[src/rtl/mdio_pkg.sv]
// Shared MDIO definitions: Clause-22 frame fields, BMSR bit positions, the
// link-monitor FSM state type and a read-frame builder.
// No ports; imported by the link monitor and its sub-module.
package mdio_pkg;

    localparam logic [1:0] ST       = 2'b01;
    localparam logic [1:0] OP_READ  = 2'b10;
    localparam logic [1:0] OP_WRITE = 2'b01;
    localparam logic [1:0] TA       = 2'b10;
    localparam logic [4:0] REG_BMSR = 5'd1;

    localparam int BMSR_LINK_BIT = 2;
    localparam int BMSR_RF_BIT   = 4;
    localparam int BMSR_ANC_BIT  = 5;

    typedef enum logic [1:0] {
        IDLE    = 2'd0,
        ISSUE   = 2'd1,
        WAIT_RX = 2'd2,
        UPDATE  = 2'd3
    } mon_state_t;

    // Clause-22 read frame; the data field is zero because the PHY drives it.
    function automatic logic [31:0] build_read_frame(input logic [4:0] phy,
                                                     input logic [4:0] reg_addr);
        return {ST, OP_READ, phy, reg_addr, TA, 16'h0000};
    endfunction

endpackage

[src/rtl/mdio_link_monitor_if.sv]
// Frame/response channel between the link monitor and the MDIO controller.
// master: monitor side (drives frame_data/frame_valid, receives ready and read data).
// slave:  controller side (mirror of master).
interface mdio_link_monitor_if;
    logic [31:0] frame_data;
    logic        frame_valid;
    logic        frame_ready;
    logic [15:0] rx_data;
    logic        rx_valid;

    modport master (
        output frame_data,
        output frame_valid,
        input  frame_ready,
        input  rx_data,
        input  rx_valid
    );

    modport slave (
        input  frame_data,
        input  frame_valid,
        output frame_ready,
        output rx_data,
        output rx_valid
    );
endinterface

[src/rtl/mdio_poll_timer.sv]
// Poll interval counter: counts while run_i, clear_i forces it to zero.
// Latency: tc_o is combinational on the current count (high on the terminal cycle).
// Backpressure: none; the count saturates at the terminal value instead of wrapping.
// Ports: clk, reset (async high), run_i, clear_i, tc_o.
module mdio_poll_timer #(
    parameter int POLL_INTERVAL = 1000000
) (
    input  logic clk,
    input  logic reset,
    input  logic run_i,
    input  logic clear_i,
    output logic tc_o
);
    localparam int W = (POLL_INTERVAL > 2) ? $clog2(POLL_INTERVAL) : 1;
    localparam logic [W-1:0] TERM = W'(POLL_INTERVAL - 1);

    logic [W-1:0] cnt_q;
    logic [W-1:0] cnt_d;

    always_comb begin
        cnt_d = cnt_q;
        if (clear_i) begin
            cnt_d = '0;
        end else if (run_i && (cnt_q != TERM)) begin
            cnt_d = cnt_q + 1'b1;
        end
    end

    always_ff @(posedge clk or posedge reset) begin
        if (reset) begin
            cnt_q <= '0;
        end else begin
            cnt_q <= cnt_d;
        end
    end

    assign tc_o = run_i && (cnt_q == TERM);

endmodule

[src/rtl/mdio_link_monitor.sv]
// Periodic BMSR poller: issues Clause-22 reads and publishes decoded link state.
// Latency: poll start -> frame_valid next cycle; rx_valid -> status_valid two cycles later.
// Backpressure: frame held stable until frame_ready; read abandoned after RX_TIMEOUT cycles.
// Ports: clk, reset (async high), enable, poll_now, phy_addr, mdio (frame/rx channel,
// master side), status_reg/status_valid, link_up, an_complete, remote_fault,
// link_change, timeout_err. Build macro MDIO_LINK_MON_IRQ_EN adds sticky irq/irq_clear.
module mdio_link_monitor
    import mdio_pkg::*;
#(
    parameter int POLL_INTERVAL = 1000000,
    parameter int RX_TIMEOUT    = 65535
) (
    input  logic        clk,
    input  logic        reset,
    input  logic        enable,
    input  logic        poll_now,
    input  logic [4:0]  phy_addr,
    mdio_link_monitor_if.master mdio,
    output logic [15:0] status_reg,
    output logic        status_valid,
    output logic        link_up,
    output logic        an_complete,
    output logic        remote_fault,
    output logic        link_change,
`ifdef MDIO_LINK_MON_IRQ_EN
    output logic        irq,
    input  logic        irq_clear,
`endif
    output logic        timeout_err
);
    localparam int TO_W = $clog2(RX_TIMEOUT + 1);
    localparam logic [TO_W-1:0] TO_TERM = TO_W'(RX_TIMEOUT - 1);

    mon_state_t      state_q;
    logic [TO_W-1:0] to_cnt_q;
    logic [15:0]     rx_q;
    logic [31:0]     frame_data_q;
    logic            frame_valid_q;
    logic [15:0]     status_q;
    logic            status_valid_q;
    logic            link_up_q;
    logic            an_complete_q;
    logic            remote_fault_q;
    logic            link_change_q;
    logic            timeout_err_q;

    logic timer_tc;
    logic start_d;

    // poll_now bypasses enable; the periodic terminal count only fires while enabled.
    assign start_d = (state_q == IDLE) && (poll_now || timer_tc);

    mdio_poll_timer #(
        .POLL_INTERVAL (POLL_INTERVAL)
    ) u_timer (
        .clk     (clk),
        .reset   (reset),
        .run_i   ((state_q == IDLE) && enable),
        .clear_i (start_d),
        .tc_o    (timer_tc)
    );

    always_ff @(posedge clk or posedge reset) begin
        if (reset) begin
            state_q        <= IDLE;
            to_cnt_q       <= '0;
            rx_q           <= '0;
            frame_data_q   <= '0;
            frame_valid_q  <= 1'b0;
            status_q       <= '0;
            status_valid_q <= 1'b0;
            link_up_q      <= 1'b0;
            an_complete_q  <= 1'b0;
            remote_fault_q <= 1'b0;
            link_change_q  <= 1'b0;
            timeout_err_q  <= 1'b0;
        end else begin
            status_valid_q <= 1'b0;
            link_change_q  <= 1'b0;
            timeout_err_q  <= 1'b0;
            case (state_q)
                IDLE: begin
                    if (start_d) begin
                        state_q       <= ISSUE;
                        frame_data_q  <= build_read_frame(phy_addr, REG_BMSR);
                        frame_valid_q <= 1'b1;
                    end
                end
                ISSUE: begin
                    if (mdio.frame_ready) begin
                        state_q       <= WAIT_RX;
                        frame_valid_q <= 1'b0;
                        to_cnt_q      <= '0;
                    end
                end
                WAIT_RX: begin
                    // Data arriving on the final allowed cycle is still taken.
                    if (mdio.rx_valid) begin
                        rx_q    <= mdio.rx_data;
                        state_q <= UPDATE;
                    end else if (to_cnt_q == TO_TERM) begin
                        timeout_err_q <= 1'b1;
                        state_q       <= IDLE;
                    end else begin
                        to_cnt_q <= to_cnt_q + 1'b1;
                    end
                end
                UPDATE: begin
                    status_q       <= rx_q;
                    status_valid_q <= 1'b1;
                    link_up_q      <= rx_q[BMSR_LINK_BIT];
                    an_complete_q  <= rx_q[BMSR_ANC_BIT];
                    remote_fault_q <= rx_q[BMSR_RF_BIT];
                    link_change_q  <= rx_q[BMSR_LINK_BIT] ^ link_up_q;
                    state_q        <= IDLE;
                end
                default: begin
                    state_q <= IDLE;
                end
            endcase
        end
    end

`ifdef MDIO_LINK_MON_IRQ_EN
    logic irq_q;

    // Sticky: set from the visible event pulses; a set beats a same-cycle clear.
    always_ff @(posedge clk or posedge reset) begin
        if (reset) begin
            irq_q <= 1'b0;
        end else if (link_change_q || timeout_err_q) begin
            irq_q <= 1'b1;
        end else if (irq_clear) begin
            irq_q <= 1'b0;
        end
    end

    assign irq = irq_q;
`endif

    assign mdio.frame_data  = frame_data_q;
    assign mdio.frame_valid = frame_valid_q;
    assign status_reg       = status_q;
    assign status_valid     = status_valid_q;
    assign link_up          = link_up_q;
    assign an_complete      = an_complete_q;
    assign remote_fault     = remote_fault_q;
    assign link_change      = link_change_q;
    assign timeout_err      = timeout_err_q;

endmodule

[src/flat_wrapper.sv]
// flat-port wrapper written by rule: the top's interface ports become plain ports
module mdio_link_monitor_flat import mdio_pkg::*;
#(
    parameter int POLL_INTERVAL = 1000000,
    parameter int RX_TIMEOUT    = 65535
)
  (clk, reset, enable, poll_now, phy_addr, status_reg, status_valid, link_up, an_complete, remote_fault, link_change, timeout_err, mdio_frame_data, mdio_frame_valid, mdio_frame_ready, mdio_rx_data, mdio_rx_valid);
  mdio_link_monitor_if mdio_i ();
  input  logic clk;
  input  logic reset;
  input  logic enable;
  input  logic poll_now;
  input  logic [4:0] phy_addr;
  output logic [15:0] status_reg;
  output logic status_valid;
  output logic link_up;
  output logic an_complete;
  output logic remote_fault;
  output logic link_change;
  output logic timeout_err;
  output wire logic [$bits(mdio_i.frame_data)-1:0] mdio_frame_data;
  output wire logic [$bits(mdio_i.frame_valid)-1:0] mdio_frame_valid;
  input wire logic [$bits(mdio_i.frame_ready)-1:0] mdio_frame_ready;
  input wire logic [$bits(mdio_i.rx_data)-1:0] mdio_rx_data;
  input wire logic [$bits(mdio_i.rx_valid)-1:0] mdio_rx_valid;
  assign mdio_frame_data = mdio_i.frame_data;
  assign mdio_frame_valid = mdio_i.frame_valid;
  assign mdio_i.frame_ready = mdio_frame_ready;
  assign mdio_i.rx_data = mdio_rx_data;
  assign mdio_i.rx_valid = mdio_rx_valid;
  mdio_link_monitor #(.POLL_INTERVAL(POLL_INTERVAL), .RX_TIMEOUT(RX_TIMEOUT)) u_core (.clk(clk), .reset(reset), .enable(enable), .poll_now(poll_now), .phy_addr(phy_addr), .mdio(mdio_i), .status_reg(status_reg), .status_valid(status_valid), .link_up(link_up), .an_complete(an_complete), .remote_fault(remote_fault), .link_change(link_change), .timeout_err(timeout_err));
endmodule
[config.mk]
export PLATFORM = sky130hd
export DESIGN_NAME = mdio_link_monitor_flat
export DESIGN_NICKNAME = d
export VERILOG_FILES = /design/src/rtl/mdio_pkg.sv /design/src/rtl/mdio_link_monitor_if.sv /design/src/rtl/mdio_poll_timer.sv /design/src/rtl/mdio_link_monitor.sv /design/src/flat_wrapper.sv
export SDC_FILE = /design/constraint.sdc
export NUM_CORES = 1
export LEC_CHECK = 0
export ABC_AREA = 1
export CORE_MARGIN = 2
export CORE_UTILIZATION = 45
export CTS_CLUSTER_DIAMETER = 150
export DETAILED_ROUTE_END_ITERATION = 6
export PLACE_DENSITY = 0.8
export SYNTH_ARGS = -nofsm -noshare
export SYNTH_HDL_FRONTEND = slang
export SYNTH_SLANG_ARGS = --single-unit
[constraint.sdc]
create_clock -name clk -period 7.7 [get_ports clk]
set_input_delay 1.54 -clock clk [delete_from_list [all_inputs] [get_ports clk]]
set_output_delay 1.54 -clock clk [all_outputs]
set_load 0.02 [all_outputs]
==> impl_metrics.tcl <==
set metrics [dict create \
    synth-seq-cells 80 \
    viasPerCell 4.92 \
    antenna_cells 0 \
    post-cts-setup-buffer-count 0 \
    synth_edf_count 0 \
    leakagePower_nw 2.58 \
    grtUsageTotal 0.195 \
    grt_pass1_vias 3554 \
    synth_cells 583 \
    path_clk_slew_ns 0.08 \
    cts_resized 0 \
    yosys.area.top_type "dfrtp_1" \
    cts.path.max_buffers 2 \
    rsz0062_at_grt "false" \
    syn_area_per_cell_um2 7.44 \
    core_um2 9280 \
    dp.cells 752 \
    hold_path.class "reg -> reg" \
    ys_seq_area_frac 0.462 \
    ys_top_cells_by_count "248 x nand2_1, 80 x dfrtp_1, 57 x nor2_1" \
    die_x_um 102 \
    critical_path.max_stage_delay_ns 0.64 \
    finalNonFillerCells 767 \
    cts_tree "built" \
    slowest_stage "o21ai_2" \
    synthToLayoutAreaGrowth_pct 17.2 \
    cp-end-kind "register" \
    top_register "u_core.u_timer.cnt_q" \
    synth.distinct_cells 30 \
    period_share 0.387 \
    die-area_um2 10400 \
    clkLatencyLatePin_ns 0.36 \
    yosysMostFrequentCell "nand2_1" \
    ctsHoldBuffers 0 \
    fin_crit_ns 2.98 \
    peakVddDrop_v 0.000185 \
    finalSetupViolCount 0 \
    synthFlopType "dfrtp_1" \
    place_area_um2 4870 \
    die_h_um 102 \
    crit_fanout 18 \
    tns_ns 0 \
    dr.pass1.iters 5 \
    portBuffers 58 \
    layout-drive-gt1-share 0.0611 \
    num-fill-cells 865 \
    final_area_um2 5080 \
    path_cells "clkdlybuf4s50_1 > o21ai_2 > inv_2 > nand3_1 > nand2_1" \
    skew_ns 0.0113 \
    netlist_area_um2 4340 \
    antenna_found_initial 0 \
    fin_nets 664 \
    drt-initial-drc-count 189 \
    cts_root_buffer "clkbuf_8" \
    htreeDepth 3 \
    cp.required_ns 7.95 \
    yosysWarnings 0 \
    row_count 35 \
    routed_wl_um 9730 \
    setup.worst_path.start_class "input pin" \
    slew_violations 0 \
    route.detailed.wl_per_inst_um 12.7 \
    status "finished, final reports clean" \
    drtAntennaViolNets 0 \
    num_io_pins 82 \
    numCtsBuffers 9 \
    synth_top_area_frac 0.462 \
    drv_cap 0 \
    grt.overflow.total 0 \
    cts_sinks 80 \
    grt_pass1_wl_um 16200 \
    power.density_nw_per_um2 285 \
    largest_reg_flops 20 \
    synth_area_leaders "dfrtp_1 46%, nand2_1 21%, buf_4 5.2%" \
    grt_max_degree 81 \
    routabilityCongestion 0.899 \
    hpwl_um 6930 \
    worst_ep_arrival_time_ns 3.22 \
    worstMarginPinSlew_ns 0.986 \
    start_util 0.467 \
    num_vias 3772 \
    crit_type "in -> reg" \
    max_freq_mhz 336 \
    remaining_drc_errors 0 \
    final_hold_viol_count 0 \
    slew_headroom 0.342 \
    postSynth.asyncResetShare 1.00 \
]
critical path, delay by kind of cell:
kind	cells	cell delay [ns]
AO/OA/AOI/OAI	1	0.64
buffers and inverters	2	0.80
AND/OR/NAND/NOR	2	0.24
layout make-up:
| cell class | instances | area, um2 | share of cell area |
|---|---|---|---|
| timing repair buffer | 59 | 588 | 0.116 |
| clock inverter | 5 | 82.6 | 0.0163 |
| clock buffer | 10 | 128 | 0.0251 |
| tap | 129 | 161 | 0.0318 |
| multi-input combinational | 437 | 1940 | 0.382 |
| sequential | 80 | 2000 | 0.394 |
| inverter | 47 | 178 | 0.0350 |
worst paths after layout:
path                       cells past startpoint                              endpoint                          start  slack [ns]
setup / recovery                               5  u_core.u_timer.cnt_q[18]$_DFFE_PP0P_                         enable        4.72
hold / removal                                 2      u_core.status_reg[9]$_DFFE_PP0P_     u_core.rx_q[9]$_DFFE_PP0P_        0.47
setup reg to reg                               6         u_core.state_q[0]$_DFFE_PP0P_  u_core.state_q[1]$_DFFE_PP0P_        5.59
hold reg to reg                                2      u_core.status_reg[9]$_DFFE_PP0P_     u_core.rx_q[9]$_DFFE_PP0P_        0.47
max in group asynchronous                      3        u_core.to_cnt_q[4]$_DFFE_PP0P_                          reset        5.26
min in group asynchronous                      3      u_core.status_reg[0]$_DFFE_PP0P_                          reset        1.80
cells by family after synthesis:
| family | Yosys count | synth area share |
|---|---|---|
| buffers and inverters | 88 | 0.110 |
| DFF | 80 | 0.462 |
| xor gates and xnor gates | 17 | 0.0343 |
| and+or+nand+nor | 380 | 0.362 |
| other | 1 | 0.000865 |
| AOI/OAI and AO/OA | 14 | 0.0231 |
| adders and majority gates | 3 | 0.00866 |
stage by stage:
stage / total power [mW] / hold WS, ns / utilization / worst slack, ns
floorplan: 0.949 / 0.442 / - / 4.11
global placement: 1.10 / 0.453 / 0.525 / 4.47
detailed placement: 1.12 / 0.456 / 0.525 / 4.37
CTS: 1.46 / 0.477 / 0.547 / 4.74
global route: 1.54 / 0.507 / 0.547 / 4.60
finish: 1.45 / 0.474 / 0.547 / 4.72
metal layers:
metal	up-vias	GRT usage	share of wire
li1	1862	-	-
met3	20	0.0445	0.043
met1	1801	0.260	0.45
met2	89	0.313	0.49
met4	0	0.0749	0.020
met5	-	0	0
placed cells by master, fill, tap and decap left out, drive strengths merged:
cell	n
nand4	13
a31o	1
o21ai	12
a21oi	1
nand3b	3
buf	1
bufinv	2
or2	2
clkdlybuf4s50	58
dfrtp	80
inv	45
nand2	251
ha	3
clkinv	5
xor2	16
clkbuf	10
nor3	6
xnor2	1
conb	23
nand3	45
nor2	60
power by group:
part	switching [mW]	internal (mW)
Combinational	0.332	0.187
Clock	0.154	0.181
Sequential	0.0696	0.525
Total	0.555	0.894
(Power assumes the default switching activity.)
